## src/rtl/ws2812_frame_ctrl.sv

```systemverilog
`default_nettype none
// ============================================================================
//  Module   : ws2812_frame_ctrl
//  Purpose  : Frame sequencer for the ws2812 driver. Holds a host-written
//             per-LED colour buffer and, on a start pulse, streams one frame
//             to the driver (one pixel per load/ready handshake), followed by
//             a single ws_reset latch pulse.
//  Ports    : clk, rst            - clock, synchronous active-high reset
//             wr_en/wr_addr/wr_data - host pixel write port {r,g,b}
//             num_leds            - strip length, latched on start
//             start               - single-cycle frame request
//             brightness          - global scale (WS_BRIGHTNESS_EN only)
//             busy, frame_done    - frame status
//             drv_r/g/b, drv_load, drv_reset, drv_ready - driver handshake
//  Options  : define WS_BRIGHTNESS_EN to scale each channel by
//             (brightness+1)/256 in the PRESENT stage.
//  Revision : 1.0 - initial release
// ============================================================================
module ws2812_frame_ctrl #(
    parameter int MAX_LEDS = 64,
    parameter int ADDR_W   = 6
) (
    input  logic              clk,
    input  logic              rst,
    input  logic              wr_en,
    input  logic [ADDR_W-1:0] wr_addr,
    input  logic [23:0]       wr_data,
    input  logic [7:0]        num_leds,
    input  logic              start,
    input  logic [7:0]        brightness,
    output logic              busy,
    output logic              frame_done,
    output logic [7:0]        drv_r,
    output logic [7:0]        drv_g,
    output logic [7:0]        drv_b,
    output logic              drv_load,
    output logic              drv_reset,
    input  logic              drv_ready
);

    localparam logic [ADDR_W:0] c_max_leds = (ADDR_W+1)'(MAX_LEDS);

    typedef enum logic [3:0] {
        S_IDLE     = 4'd0,
        S_FETCH    = 4'd1,
        S_PRESENT  = 4'd2,
        S_LOAD     = 4'd3,
        S_ACK      = 4'd4,
        S_WAIT     = 4'd5,
        S_RST_REQ  = 4'd6,
        S_RST_ACK  = 4'd7,
        S_RST_WAIT = 4'd8
    } state_t;

    state_t            r_state;
    state_t            w_state_nxt;
    logic [ADDR_W:0]   r_index;
    logic [ADDR_W:0]   w_index_nxt;
    logic [ADDR_W:0]   r_n_lat;
    logic [ADDR_W:0]   w_n_lat_nxt;
    logic [ADDR_W:0]   w_n_lat;
    logic              r_busy;
    logic              w_busy_nxt;
    logic              r_frame_done;
    logic              w_done_nxt;
    logic              r_drv_load;
    logic              w_load_nxt;
    logic              r_drv_reset;
    logic              w_reset_nxt;
    logic              w_rd_en;
    logic              w_present;
    logic [23:0]       r_rd_data;
    logic [7:0]        r_drv_r;
    logic [7:0]        r_drv_g;
    logic [7:0]        r_drv_b;

    logic [23:0]       r_mem [0:MAX_LEDS-1];

    // ------------------------------------------------------------------
    // Pixel buffer. The read uses the pre-edge contents, so a same-cycle
    // write to the address being fetched returns the old colour.
    // ------------------------------------------------------------------
    always_ff @(posedge clk) begin
        if (wr_en && (32'(wr_addr) < 32'(MAX_LEDS))) begin
            r_mem[wr_addr] <= wr_data;
        end
        if (w_rd_en) begin
            r_rd_data <= r_mem[r_index[ADDR_W-1:0]];
        end
    end

    // Strip length clamped to the buffer capacity.
    assign w_n_lat = (32'(num_leds) > 32'(MAX_LEDS)) ? c_max_leds
                                                     : (ADDR_W+1)'(num_leds);

`ifdef WS_BRIGHTNESS_EN
    // c * (brightness + 1) >> 8; brightness = 255 is the identity.
    function automatic logic [7:0] f_scale(input logic [7:0] c, input logic [7:0] br);
        logic [15:0] prod;
        prod = {8'd0, c} * ({8'd0, br} + 16'd1);
        return prod[15:8];
    endfunction
`else
    function automatic logic [7:0] f_scale(input logic [7:0] c, input logic [7:0] br);
        logic [7:0] unused_br;
        unused_br = br;
        return c;
    endfunction
`endif

    // ------------------------------------------------------------------
    // Next-state and next-output logic
    // ------------------------------------------------------------------
    always_comb begin
        w_state_nxt = r_state;
        w_index_nxt = r_index;
        w_n_lat_nxt = r_n_lat;
        w_busy_nxt  = r_busy;
        w_load_nxt  = 1'b0;
        w_reset_nxt = 1'b0;
        w_done_nxt  = 1'b0;
        w_rd_en     = 1'b0;
        w_present   = 1'b0;
        case (r_state)
            S_IDLE: begin
                // The frame_done cycle still counts as part of the frame,
                // so a start coinciding with it is dropped.
                if (start && !r_busy && !r_frame_done) begin
                    w_n_lat_nxt = w_n_lat;
                    w_index_nxt = '0;
                    w_busy_nxt  = 1'b1;
                    w_state_nxt = (w_n_lat != '0) ? S_FETCH : S_RST_REQ;
                end
            end
            S_FETCH: begin
                w_rd_en     = 1'b1;
                w_state_nxt = S_PRESENT;
            end
            S_PRESENT: begin
                w_present   = 1'b1;
                w_state_nxt = S_LOAD;
            end
            S_LOAD: begin
                if (drv_ready) begin
                    w_load_nxt  = 1'b1;
                    w_state_nxt = S_ACK;
                end
            end
            S_ACK: begin
                if (!drv_ready) begin
                    w_state_nxt = S_WAIT;
                end
            end
            S_WAIT: begin
                // r_n_lat is non-zero on every path into WAIT.
                if (drv_ready) begin
                    if (r_index == r_n_lat - 1'b1) begin
                        w_state_nxt = S_RST_REQ;
                    end else begin
                        w_index_nxt = r_index + 1'b1;
                        w_state_nxt = S_FETCH;
                    end
                end
            end
            S_RST_REQ: begin
                if (drv_ready) begin
                    w_reset_nxt = 1'b1;
                    w_state_nxt = S_RST_ACK;
                end
            end
            S_RST_ACK: begin
                if (!drv_ready) begin
                    w_state_nxt = S_RST_WAIT;
                end
            end
            S_RST_WAIT: begin
                if (drv_ready) begin
                    w_done_nxt  = 1'b1;
                    w_busy_nxt  = 1'b0;
                    w_state_nxt = S_IDLE;
                end
            end
            default: begin
                w_state_nxt = S_IDLE;
                w_busy_nxt  = 1'b0;
            end
        endcase
    end

    // ------------------------------------------------------------------
    // State and output registers
    // ------------------------------------------------------------------
    always_ff @(posedge clk) begin
        if (rst) begin
            r_state      <= S_IDLE;
            r_index      <= '0;
            r_n_lat      <= '0;
            r_busy       <= 1'b0;
            r_frame_done <= 1'b0;
            r_drv_load   <= 1'b0;
            r_drv_reset  <= 1'b0;
            r_drv_r      <= 8'd0;
            r_drv_g      <= 8'd0;
            r_drv_b      <= 8'd0;
        end else begin
            r_state      <= w_state_nxt;
            r_index      <= w_index_nxt;
            r_n_lat      <= w_n_lat_nxt;
            r_busy       <= w_busy_nxt;
            r_frame_done <= w_done_nxt;
            r_drv_load   <= w_load_nxt;
            r_drv_reset  <= w_reset_nxt;
            if (w_present) begin
                r_drv_r <= f_scale(r_rd_data[23:16], brightness);
                r_drv_g <= f_scale(r_rd_data[15:8],  brightness);
                r_drv_b <= f_scale(r_rd_data[7:0],   brightness);
            end
        end
    end

    assign busy       = r_busy;
    assign frame_done = r_frame_done;
    assign drv_load   = r_drv_load;
    assign drv_reset  = r_drv_reset;
    assign drv_r      = r_drv_r;
    assign drv_g      = r_drv_g;
    assign drv_b      = r_drv_b;

endmodule
`default_nettype wire

```

## config.mk

```make
export PLATFORM = sky130hd
export DESIGN_NAME = ws2812_frame_ctrl
export DESIGN_NICKNAME = d
export VERILOG_FILES = /design/src/rtl/ws2812_frame_ctrl.sv
export SDC_FILE = /design/constraint.sdc
export NUM_CORES = 1
export LEC_CHECK = 0
export CORE_MARGIN = 2
export CORE_UTILIZATION = 38
export CTS_BUF_LIST = sky130_fd_sc_hd__clkbuf_4 sky130_fd_sc_hd__clkbuf_8
export DETAILED_ROUTE_END_ITERATION = 10
export GPL_TIMING_DRIVEN = 0
export HOLD_SLACK_MARGIN = 0.06
export PLACE_DENSITY_LB_ADDON = 0.05
export SLEW_MARGIN = 15
export SYNTH_ARGS = -nofsm -noshare
export SYNTH_HDL_FRONTEND = slang
export SYNTH_SLANG_ARGS = --single-unit
```

## constraint.sdc

```tcl
create_clock -name clk -period 11.6 [get_ports clk]
set_clock_uncertainty 0.2 [all_clocks]
set_input_delay 2.32 -clock clk [delete_from_list [all_inputs] [get_ports clk]]
set_output_delay 2.32 -clock clk [all_outputs]
set_load 0.005 [all_outputs]
```

==> results by group, run 1 <==
Critical path
  – CP endpoint kind: register
  – Data arrival, critical path: around 5500 ps
  – CP max FO: 13
  – WS Path Type: in -> reg
  – Setup crit start: wr_addr[0]
  – Crit-path cells: clkdlybuf4s50_1 > nand4_1 > nor2_4 > buf_16
  – Crit-path leading delay family: simple AND/OR/NAND/NOR gates
  – Startpoint types: input port
  – R2R Path Start: r_index[2]
  – Worst path slowest cell: nand4_1
  – Max stage delay on crit path: ~1100 ps
  – Worst EP required: about 12,000 ps
  – Bufs and invs on worst path: 2

Clock network
  – Skew-Pair Late Insertion Delay: between 1000 and 1500 ps
  – Clock sinks: ~1,600
  – Post-CTS setup buffer count: 0
  – Clock Tree Root: clkbuf_8
  – Max clock buf depth: 4
  – CTS Hold Bufs: 0
  – CTS tree: yes
  – H-tree levels: 5
  – Clk slew on worst S/H paths: around 60 ps
  – CTS Buf Count: 291
  – Post_cts resized: 0

Synth
  – Cell taking the most area after synthesis: edfxtp_1
  – Area contributors post-synth: edfxtp_1, mux4_2, mux2i_1, dfxtp_1, a221oi_1
  – Post-synth EDFFs: 1,560
  – Post-synthesis cell type count: 67
  – Post-Syn Nets: approximately 2,900
  – Main synth FF type: edfxtp_1
  – Post-synthesis sequential area ratio: between 70 and 80%
  – Top-count cell post-synth: edfxtp_1
  – FF+latch count, synth: about 1,600
  – Asr flop ratio synth: 0%
  – Post-Syn Instances: 2,896
  – YS warnings: 0
  – Syn Std Cell Area: roughly 0.062 sq mm
  – Syn avg cell area: about 21 sq um
  – Post-synth top cells: edfxtp_1, mux4_2, mux2i_1
  – Yosys top cell area share: around three quarters

Drt
  – Iter 0 DRT Violations: 3,471
  – Via count of the routed design: 31,900
  – TritonRoute pass-1 iters: 8
  – Drt total wl: 191 mm
  – Vias per cell: approximately 5.6
  – Avg WL per Cell: roughly 33 microns
  – DRC errors left: 0
  – Post-DRT Antenna Nets: 0

Floorplanning
  – Initial cell density of the core: a little under two fifths
  – Die extent in x: 408 microns
  – Die H: 408 microns
  – Die area: between 0.15 and 0.2 sq mm
  – Core box area: approximately 0.16 sq mm
  – Rows: around 150
  – I/O pin cnt: around 80

STA
  – Setup TNS: 0 ps
  – Final period utilization: roughly 43%
  – RSZ-0062 raised after global routing: no
  – Final hold vios: 0
  – Fmax: ~0.2 GHz
  – Tightest Pin Transition: roughly 1300 ps
  – Max-slew headroom: between 10% and 20%
  – Min Tclk post-route: approximately 5000 ps
  – Final Slew Violations: 0
  – Finish-stage setup viols: 0

Placed design
  – Routability congestion estimate: around 0.86
  – Post-DP HPWL: ~130 mm
  – Port Buffer Count: 64
  – Placed cells: roughly 5,200

Power
  – Clock power frac: about two fifths
  – Leakage power: roughly 22 nW
  – Sw frac: between 20% and 30%
  – Combinational power share: about 9%
  – Peak supply drop: about 0.11 mV
  – Pint: 9.66 mW
  – Pwr/cell area: between 150 and 200 mW/mm^2
  – Sw power: just over 3 mW
  – Flop pwr share: between 50% and 60%

Global routing
  – First-pass GRT wire length: between 200 and 300 mm
  – Total track usage: 23.0%
  – Largest net degree at the start of global routing: 65
  – Initial antenna violation count: 18
  – Vias in the first global route: 33,100
  – Remaining global-route overflow: 0

Layout
  – Finished Core Util: between 40% and 50%
  – P&R area growth vs syn: 18.0%
  – Share of layout cells above drive strength 1: slightly above 30%
  – Non-filler cells, final: roughly 5,700
  – Final #Nets: between 3,000 and 4,000
  – Fillers: 13,900

Worst hold path
  – Hold path start: drv_g[1]
  – Worst hold path type: reg -> reg

Status
  – Status: finished clean

Job
  – Max-cap violations: 0
==> state kept, by name, summed over array words and instances (netlist names) <==
signal and cells:
frame_done 1, r_state 4, r_mem 1536, r_index 7, busy 1, r_n_lat 7, r_rd_data 24, drv_g 8
drv_b 8, drv_reset 1, drv_load 1, drv_r 8
==> through the flow <==
stage               cell area, sq um  worst slack [ps]  hold WS, ps  power [mW]
floorplan                      61900              6300          253        7.18
global placement               65300              3690          260        7.73
detailed placement             67700              5820          255        7.77
CTS                            73000              6760          263        12.9
global route                   73000              6690          271        13.2
finish                         73100              6610          261        12.7
==> worst paths after layout <==
path	end	slack [ps]	cells after the start
max reg2reg	r_rd_data[8]	6870	9
max	r_mem[31][15]	6610	4
min reg2reg	drv_g[1]	260	2
min	drv_g[1]	260	2
==> cell usage in the layout, fill, tap and decap left out, types with 11 or more instances in the layout <==
| master | Yosys | layout |
|---|---|---|
| clkinv_2 | 0 | 21 |
| nand3_1 | 14 | 14 |
| nor2_4 | 0 | 62 |
| mux2i_1 | 168 | 168 |
| a221oi_1 | 58 | 58 |
| mux4_2 | 353 | 353 |
| o21ai_0 | 11 | 11 |
| a22oi_1 | 11 | 11 |
| clkbuf_4 | 0 | 85 |
| clkbuf_8 | 0 | 302 |
| clkinv_1 | 1 | 65 |
| clkbuf_1 | 60 | 59 |
| edfxtp_1 | 1560 | 1560 |
| buf_6 | 13 | 17 |
| buf_12 | 1 | 59 |
| nor2_1 | 110 | 48 |
| a21oi_1 | 73 | 73 |
| dfxtp_1 | 46 | 46 |
| o22ai_1 | 24 | 24 |
| a211oi_1 | 30 | 30 |
| clkdlybuf4s50_1 | 0 | 40 |
| mux2_2 | 23 | 23 |
| buf_4 | 18 | 48 |
| buf_16 | 0 | 24 |
| a22o_1 | 19 | 19 |
| buf_2 | 64 | 70 |
| nand2_1 | 100 | 100 |
| nor2b_1 | 30 | 30 |
==> per-layer routing <==
layer	wire [microns]	vias to the layer above	GRT usage, %
li1	-	13100	-
met1	83600	17300	32.1
met2	90900	1198	36.6
met3	12200	298	4.91
met4	4340	8	6.14
met5	37	-	0
==> power groups by stage <==
stage	clock [mW]	combinational [mW]	sequential, mW
after global routing	5.48	1.19	6.52
final	5.08	1.13	6.52
after CTS	5.22	1.13	6.52
after floorplan	0	0.557	6.62
after global placement	0	1.07	6.66
after detailed placement	0	1.13	6.64
==> worst reg2reg max path, cell delays in order (launching register included) <==
cell and delay, ps:
dfxtp_1 370, buf_2 390, buf_2 540, buf_2 530
buf_2 510, buf_2 460, nand2_1 100, a21oi_1 490
nor3_1 120, nor3_1 710
==> final cells by class <==
type | count | area (sq um) | area share [%]
Clock buffer | 385 | 4780 | 6.54
Clock inverter | 96 | 587 | 0.803
Timing Repair Buffer | 164 | 2540 | 3.47
Sequential cell | 1606 | 47800 | 65.4
Tap cell | 2175 | 2720 | 3.73
Buffer | 163 | 920 | 1.26
Multi-Input combinational cell | 1118 | 13700 | 18.7
Inverter | 9 | 33.8 | 0.0462
Antenna cell | 6 | 15.0 | 0.0206
==> kinds of logic after synthesis <==
family | after synthesis | synth area share (%)
DFF | 1606 | 77.1
muxes | 544 | 16.0
and+or+nand+nor | 309 | 2.28
AOI/OAI and AO/OA | 252 | 2.89
buffers and inverters | 172 | 1.54
xor gates and xnor gates | 11 | 0.156
adders and majority gates | 2 | 0.0404
Note: power is estimated with default switching activity, not from simulation.
==> run 2, diff against run 1 <==
- clock period: 11.6 -> 4.2 ns (I/O delays scaled with it)
==> run 2 against run 1 <==
  * Global-route usage is essentially flat
  * Cell area grew 0.51%
  * Utilization up 0.23 points
  * Worst hold slack lost 110 ps
  * First-iteration DRC count shrank 1.9%
  * Cell count up 0.26%
  * Power rose to 2.8 times the previous value
  * Critical endpoint is now r_rd_data[15]
  * Largest power group unchanged
==> results by group, run 2 (same netlist as run 1, synthesis figures left out) <==
Clock network
  – CTS Buf Count: approximately 290
  – H-tree levels: 5
  – Post-CTS setup buffer count: 0
  – Skew-Pair Late Insertion Delay: 1010 ps
  – CTS tree: yes
  – Clock sinks: roughly 1,600
  – Clk slew on worst S/H paths: ~60 ps
  – Clock Tree Root: clkbuf_8
  – Max clock buf depth: 4

Global routing
  – Met2 usage: a little under two fifths
  – Remaining global-route overflow: 0
  – Initial antenna violation count: 20
  – Vias in the first global route: 33,200
  – Total track usage: between 20% and 30%
  – Most used routing layer: met2
  – Met1 usage: between 30 and 40%
  – GR Util met3: slightly below 5%
  – First-pass GRT wire length: approximately 260 mm
  – Largest net degree at the start of global routing: between 60 and 70

STA
  – Finish-stage setup viols: 0
  – Min Tclk post-route: between 4000 and 5000 ps
  – Fmax: between 0.2 and 0.25 GHz
  – Final period utilization: roughly 99%
  – Final Slew Violations: 0
  – Final hold vios: 0
  – Tightest Pin Transition: between 1000 and 1500 ps
  – RSZ-0062 raised after global routing: no
  – Max-slew headroom: between 10% and 20%
  – Min Hold Slack: 156 ps
  – Setup TNS: 0 ps

Drt
  – Vias per cell: around 5.6
  – Iter 0 DRT Violations: about 3,400
  – DRC errors left: 0
  – TritonRoute pass-1 iters: 6
  – Avg WL per Cell: roughly 33 microns
  – Via count of the routed design: approximately 32,000
  – Drt total wl: around 190 mm
  – Post-DRT Antenna Nets: 0

Power
  – Sw power: around 8.5 mW
  – Peak supply drop: ~0.31 mV
  – Sw frac: 24.2%
  – Combinational power share: ~9.0%
  – Power consumption: roughly 35 mW
  – Pint: between 20 and 30 mW
  – Pwr/cell area: ~480 mW/mm^2
  – Clock power frac: between 30% and 40%
  – Leakage power: about 22 nW
  – Flop pwr share: around half

Layout
  – Fillers: roughly 14,000
  – Largest register FFs: ~1,500
  – Finished Core Util: 45.3%
  – Most common cell after layout, fill and taps aside: edfxtp_1
  – Most frequent cells in the layout: edfxtp_1, mux4_2, clkbuf_8
  – Share of layout cells above drive strength 1: a little under a third
  – P&R area growth vs syn: 18.6%
  – Largest registers: r_mem: 1536 flops, r_rd_data: 24 flops
  – Final #Nets: between 3,000 and 4,000
  – Most flops, register: r_mem

Floorplanning
  – Die H: between 400 and 500 microns
  – Rows: 148
  – Die area: 0.166 sq mm
  – Die extent in x: about 410 microns
  – Core box area: approximately 0.16 sq mm
  – I/O pin cnt: 79
  – Initial cell density of the core: 38.2%

Critical path
  – Startpoint types: register
  – CP endpoint kind: register
  – Reg2reg path depth: 8
  – WS Path Type: reg -> reg
  – Worst EP required: ~4700 ps
  – CP max FO: 10
  – Data arrival, critical path: 4630 ps

Placed design
  – Routability congestion estimate: roughly 0.86
  – Post-DP HPWL: roughly 130 mm
  – Port Buffer Count: 64

Worst hold path
  – Worst hold path type: in -> reg
  – Hold path depth: 1

Job
  – Max-cap violations: 0

Status
  – Status: finished clean
## run 2: cell count changes in the layout (fill, tap and decap cells not counted), sizes merged
cell         before  now
diode             6    8
dlygate4sd3       0   16
buf             225  222
## run 2: through the flow
stage	instances	instance area, sq um	setup slack, ps
finish	5737	73400	40.1
global route	5731	73400	13.9
CTS	5730	73400	5.54
detailed placement	5233	67700	-637
global placement	5135	65300	-2230
floorplan	2896	61900	376
## run 2: what timing repair did
action,CTS,global route
hold buffers,16,0
gates cloned,0,0
gates resized for setup,38,6
endpoints found under the hold margin,221,0
endpoints found under the setup margin,22,8
## run 2: area by class of cell
| cell class | instances | area (sq um) | share of cell area, % |
|---|---|---|---|
| inverters | 9 | 33.8 | 0.0460 |
| diodes | 8 | 20.0 | 0.0273 |
| clock buffers | 385 | 4780 | 6.51 |
| clock inverters | 96 | 587 | 0.799 |
| plain buffers | 162 | 933 | 1.27 |
| flip-flops and latches | 1606 | 47800 | 65.1 |
| multi-input cells | 1118 | 13900 | 18.9 |
| well taps | 2175 | 2720 | 3.71 |
| repair buffers | 178 | 2680 | 3.65 |
## run 2: metal layers
metal  part of all wire [%]  up-vias  routed length, microns
met5                  0.027        -                      51
met4                    2.1        8                    3940
met2                     48     1235                   91400
met1                     44    17300                   83300
li1                       -    13100                       -
met3                    6.5      274                   12400
## run 2: worst paths after layout
check	start	to	slack [ps]
worst max-delay path	r_index[2]	r_rd_data[15]	40
worst min-delay path	wr_data[16]	r_mem[32][16]	160
worst max register to register	r_index[2]	r_rd_data[15]	40
worst min register to register	drv_r[7]	drv_r[7]	260
## run 2: power groups by stage
stage               Clock (mW)  Combinational, mW  Sequential (mW)
floorplan                    0               1.54             18.3
global route              15.1               3.34             18.0
global placement             0               2.96             18.4
CTS                       14.4               3.18             18.0
finish                    14.0               3.17             18.0
detailed placement           0               3.12             18.3
## run 2: critical path: stages, from the launching register on
cell and delay (ps):
dfxtp_1 360, buf_2 390, buf_4 390, buf_2 500, clkbuf_4 470, nor2b_1 510, nand2_1 110, a311oi_1 690
nor3_2 180
